$ cat src/rtl/reg_file_sb.sv
// reg_file_sb: 32-entry register file with two combinational read ports,
// one write-back port, optional write-to-read forwarding and a pending-bit
// scoreboard that stalls consumers of registers awaiting a long-latency
// producer.
module reg_file_sb #(
   parameter int DATA_W = 32,
   parameter int BYPASS = 1
) (
   input  logic              clk,
   input  logic              rst,
   input  logic [4:0]        rs,
   input  logic [4:0]        rt,
   input  logic              rtUsed,
   output logic [DATA_W-1:0] readData1,
   output logic [DATA_W-1:0] readData2,
   input  logic              regWrite,
   input  logic [4:0]        writeReg,
   input  logic [DATA_W-1:0] writeData,
   input  logic              issueValid,
   input  logic [4:0]        issueReg,
   output logic              stall,
   output logic [31:0]       pending
);

   localparam logic BYP_EN = (BYPASS != 0);

   logic [DATA_W-1:0] regs_q [32];
   logic [31:0]       pend_q;
   logic [31:0]       pend_d;
   logic              wr_en;
   logic              iss_en;
   logic              fwd_rs;
   logic              fwd_rt;
   logic              need_rs;
   logic              need_rt;

   // Index 0 is hard-wired: it is never written and never marked pending.
   assign wr_en  = regWrite && (writeReg != 5'd0);
   assign iss_en = issueValid && (issueReg != 5'd0);

   // A write-back in flight matches a read index; only meaningful when
   // forwarding is enabled, otherwise reads see the pre-write value and the
   // write-back does not release a stall until the pending bit clears.
   assign fwd_rs = BYP_EN && wr_en && (writeReg == rs);
   assign fwd_rt = BYP_EN && wr_en && (writeReg == rt);

   // Select between forwarded write data and stored contents for one port.
   function automatic logic [DATA_W-1:0] read_port(
      input logic [4:0]        idx,
      input logic [DATA_W-1:0] stored,
      input logic              fwd,
      input logic [DATA_W-1:0] wdata
   );
      logic [DATA_W-1:0] val;
      if (idx == 5'd0) begin
         val = '0;
      end else if (fwd) begin
         val = wdata;
      end else begin
         val = stored;
      end
      return val;
   endfunction

   // An operand stalls when its register is pending and no forwarded
   // write-back is satisfying it this cycle.
   function automatic logic operand_wait(
      input logic [4:0]  idx,
      input logic [31:0] pend,
      input logic        released
   );
      return (idx != 5'd0) && pend[idx] && !released;
   endfunction

   // Register storage: cleared by reset, written on write-back strobe.
   always_ff @(posedge clk or posedge rst) begin
      if (rst) begin
         for (int i = 0; i < 32; i++) begin
            regs_q[i] <= '0;
         end
      end else if (wr_en) begin
         regs_q[writeReg] <= writeData;
      end
   end

   // Scoreboard next state: clear on write-back, then set on issue so a new
   // producer to the same index supersedes the completing one.
   always_comb begin
      pend_d = pend_q;
      if (wr_en) begin
         pend_d[writeReg] = 1'b0;
      end
      if (iss_en) begin
         pend_d[issueReg] = 1'b1;
      end
      pend_d[0] = 1'b0;
   end

   // Scoreboard state register.
   always_ff @(posedge clk or posedge rst) begin
      if (rst) begin
         pend_q <= '0;
      end else begin
         pend_q <= pend_d;
      end
   end

   assign pending = pend_q;

   // Read ports and hazard detection; all forced quiet while in reset.
   always_comb begin
      readData1 = '0;
      readData2 = '0;
      need_rs   = 1'b0;
      need_rt   = 1'b0;
      stall     = 1'b0;
      if (!rst) begin
         readData1 = read_port(rs, regs_q[rs], fwd_rs, writeData);
         readData2 = read_port(rt, regs_q[rt], fwd_rt, writeData);
         need_rs   = operand_wait(rs, pend_q, fwd_rs);
         need_rt   = rtUsed && operand_wait(rt, pend_q, fwd_rt);
         stall     = need_rs || need_rt;
      end
   end

endmodule

$ cat config.mk
export PLATFORM = sky130hd
export DESIGN_NAME = reg_file_sb
export DESIGN_NICKNAME = d
export VERILOG_FILES = /design/src/rtl/reg_file_sb.sv
export SDC_FILE = /design/constraint.sdc
export NUM_CORES = 2
export LEC_CHECK = 0
export BUFFER_PORTS_ARGS = -buffer_cell sky130_fd_sc_hd__buf_4
export CAP_MARGIN = 30
export CORE_MARGIN = 5
export CORE_UTILIZATION = 50
export DETAILED_ROUTE_END_ITERATION = 7
export PLACE_DENSITY = 0.64
export REMOVE_ABC_BUFFERS = 1
export SYNTH_ARGS = -nofsm -noshare
export SYNTH_HDL_FRONTEND = slang
export SYNTH_SLANG_ARGS = --single-unit
export TNS_END_PERCENT = 50
$ cat constraint.sdc
create_clock -name clk -period 50.9 [get_ports clk]
set_input_delay 10.18 -clock clk [delete_from_list [all_inputs] [get_ports clk]]
set_output_delay 10.18 -clock clk [all_outputs]
set_load 0.02 [all_outputs]
; ---- Yosys cells after proc, flatten, opt, wreduce, memory -nomap -nowiden
; Cells that the tools add are included.
[classes]
n_lt_le_gt_ge = 10
n_eq_ne = 2
n_mux = 26
bitwise_logic = 6
n_reduce_logical = 21
[ops]
columns = op, count
row1 = $bwmux 1024, 1
row2 = $mux 32, 13
row3 = $bmux 32 s5, 2
row4 = $demux 32 s5, 1
row5 = $and 32x32->32, 1
row6 = $not 32->32, 1
row7 = $or 32x32->32, 1
row8 = $lt 5x6->1 const B, 4
row9 = $reduce_bool 5->1, 4
row10 = $ge 6x6->1 const B, 3
row11 = $not 5->6, 3
row12 = $logic_and 1x1->1, 12
row13 = $bmux 1 s5, 2
row14 = $demux 1 s5, 2
row15 = $eq 5x5->1, 2
row16 = $ge 5x1->1 const B, 2
row17 = $logic_not 5->1, 2
row18 = $lt 6x1->1 const B, 1
row19 = $mux 1, 5
row20 = $logic_not 1->1, 2
row21 = $logic_or 1x1->1, 1
[word_totals]
reg_bits = 1055
inputBits = 57
out_inout_bits = 97
word_cells = 98

; ---- Logic depth before layout (Yosys ltp)
[logic_depth]
ltp_word = 9
depth_mapped = 11
ltp_nobuf = 6

; ---- Worst setup path after synthesis
; OpenSTA, ideal clock, no wires.
[synth_path]
kind = in2out
startpoint = in rst
endpoint = out readData2[14]
arrival_ns = 37.101
required_time_ns = 40.720
path_slack_ns = 3.619
path_stages = 3
path_buffers = 0
path_cell_list = inv_1 o31ai_2 a211oi_1
[synth_between]
elab_chain_len = 1
[synth_rtl]
columns = item, line
row1 = "start, declared", 10  ; input logic rst,
row2 = $mux 32, 117  ; if (!rst) begin
row3 = "end, declared", 15  ; output logic [DATA_W-1:0] readData2,
; No other way between the ends.

; ---- Worst setup path after layout
[layout_path]
startpoint = in rt[0]
endpoint = out readData2[4]
[layout_between]
elab_chain_len = 7
elab_cells_between_ends = 10
cone_classes = eq/ne (1) / mux (6) / bitwise (1) / reduce/logical (2)
[layout_rtl]
columns = item, line
row1 = "start, declared", 12  ; input logic [4:0] rt,
row2 = $not 5->6 (implied by the code), 119  ; readData2 = read_port(rt, regs_q[rt], fwd_rt, writeData);
row3 = $bmux 32 s5, 119
row4 = $mux 32 (implied by the code) (2 in series), 119
row5 = $mux 32, 57  ; end else if (fwd) begin
row6 = $mux 32 (*), 55  ; if (idx == 5'd0) begin
row7 = $mux 32 (*), 117
; Mark *: on every way between the ends. The rest lies on a longest branch, timed or not. The select of a mux whose other input is x is not followed.

==> metrics.yaml <==
finalHoldViolations: 0
cts_setup_buffers: 0
period_needed_ns: 25.03
maxCapViolCount: 0
r2r_setup_slack_ns: 50.08
holdBufCountCts: 0
cts_resized: 0
syn2layout_area_growth_pct: 10.4
yosysSeqAreaShare_pct: 46.0
clock_skew_ns: 0
ir_worst_vdd_mv: 0.0266
fmax_mhz: 40.0
met2_usage_pct: 43.9
drive_gt1_share_pct: 51.4
htreeDepth: 3
holdPathStages: 0
gp_congestion: 0.803
start_util_pct: 50.3
report.final.slew_viol_count: 0
cts_tree: "done"
cp_slowest_cell: "buf_4"
critPathMaxStageDelay_ns: 0.75
critPathTopFamily: "buffers and inverters"
drc: 0
clk_latency_ns: 0.69
via_per_inst: 6.85
overflow: 0
crit_type: "in -> out"
p_leak_nw: 27.4
path_max_fanout: 91
grt_antenna_before_repair: 0
path_buf_inv: 5
cp-start-kind: "primary input"
hold_ws_ns: 0.394
pre_cts_slack_ns: 25.79
layout_worst_path_cycle_share_pct: 49.2
rsz0062_at_grt: "no"
die_y_microns: 349
grt_usage_pct: 29.6
grt_pass1_vias: 37800
fp.dieArea_sq_mm: 0.122
maxSlewHeadroom_pct: 26.6
final.setup.worst_slack_ns: 25.87
drt-initial-drc-count: 3750
io_pins: 154
grt_use_met1_pct: 44.4
powerDensity_mw_per_mm2: 39.2
numCtsBuffers: 114
synth_cell_types: 65
cp_cell_sequence: "buf_8, buf_4, buf_12, buf_4, mux4_2, mux4_2, a21oi_1, a211oi_1, buf_4"
ant_nets: 0
cp.depth: 9
ys_warn_count: 0
netlist_area_sq_mm: 0.0574
ys_ff_latch: 1055
n_antenna_cell: 0
outcome: "complete, no violations"
cts.clk_slew.worst_paths_ns: 0.06
grt.busiest_layer: "met1"
finalSetupTns_ns: 0
clock-sinks: 1055
fillers: 9301
crit_top_cell: "buf_4"
synthFlopType: "dfrtp_1"
dp_hpwl_microns: 99000
grt_pass1_wl_microns: 267000
wl_microns: 180000
synthCells: 3865
synthArstFlopShare_pct: 100
io_buffers: 152
grt_start_max_net_pins: 179
num_vias: 36900
synth-edff-count: 0
end_kind: "output port"
wl_per_cell_microns: 33.4
r2r_cells: 1
dr.pass1.iters: 5
hold_path.class: "reg -> reg"
required_ns: 40.72
tightest_slew_ns: 1.10
chipWidth_microns: 349
clockBufferDepth: 3
fp-row-count: 124
cts_root_buffer: "clkbuf_16"
core_area_sq_mm: 0.114
setup_viol_count_final: 0
crit_arrival_ns: 14.85
avgSynthCellArea_sq_um: 14.9
use_met3_pct: 5.87
placed_cells: 5184
final-instance-count-excl-fill: 5390
layout.nets: 3850
==> cells in the mapped netlist, drive strengths merged, types with 11 or more instances <==
library cell | n | share of area (%)
o21ai | 77 | 0.67
nand3 | 22 | 0.19
nor3 | 19 | 0.17
dfrtp | 1055 | 46
mux2 | 1001 | 20
mux2i | 188 | 3.3
a22oi | 14 | 0.18
a211oi | 56 | 0.73
buf | 229 | 2.6
nor2b | 18 | 0.20
nor2 | 88 | 0.58
nand2b | 11 | 0.12
nand2 | 98 | 0.64
a221oi | 34 | 0.57
a21oi | 63 | 0.56
clkbuf | 211 | 1.4
o22ai | 30 | 0.33
mux4 | 523 | 21
==> layer usage <==
layer  wire length (microns)  share of wire, %  vias up
met5                      80             0.044        -
met2                   80100                44     1586
met4                    6240               3.5        2
met3                   15000               8.3      327
met1                   78800                44    20200
li1                        -                 -    14800
==> stage by stage <==
stage / power (W) / cell area [sq um] / util (%)
floorplan: 0.00148 / 55100 / -
global placement: 0.00164 / 59100 / 51.8
detailed placement: 0.00165 / 59500 / 52.1
CTS: 0.00250 / 63300 / 55.4
global route: 0.00259 / 63400 / 55.5
finish: 0.00249 / 63400 / 55.5
==> registers in the layout (all words and copies together) (netlist names) <==
| register | cells |
|---|---|
| regs_q | 1024 |
| pending | 31 |
==> cell usage in the layout (no fill, tap or decap), types with 56 or more instances in the layout <==
cell,instances
nand2_1,86
a21oi_1,62
mux2i_1,188
buf_4,226
dfrtp_1,1055
mux4_2,523
nor2_1,72
a211oi_1,56
o21ai_0,70
mux2_2,989
clkbuf_16,117
==> cell type report <==
class / count / area (sq um) / area share (%)
tap: 1512 / 1890 / 2.98
inverter: 9 / 45.0 / 0.0710
clock buffer: 187 / 3620 / 5.71
sequential: 1055 / 26400 / 41.6
clock inverter: 14 / 178 / 0.280
timing repair buffer: 252 / 2280 / 3.60
multi-input combinational: 2361 / 29000 / 45.7
==> worst paths after layout <==
check | start | to
min reg2reg | regs_q[1006] | regs_q[1006]
max | rt[0] | readData2[4]
max reg2reg | regs_q[612] | regs_q[612]
min in group asynchronous | rst | regs_q[66]
min | regs_q[1006] | regs_q[1006]
max in group asynchronous | rst | regs_q[29]
==> where the power goes <==
| group | internal [W] | switching (W) |
|---|---|---|
| Combinational | 0.000314 | 0.000213 |
| Clock | 0.000500 | 0.000342 |
| Sequential | 0.00100 | 0.000119 |
| Total | 0.00181 | 0.000673 |
==> kinds of logic after synthesis <==
group	Yosys count	share of synthesized area, %
mux	1712	43.4
flops	1055	46.0
buf+inv	449	4.05
compound gates	347	4.12
simple gates	291	2.28
xor+xnor	10	0.153
other cells	1	0.00653
Power figures use the tool's default switching activity.
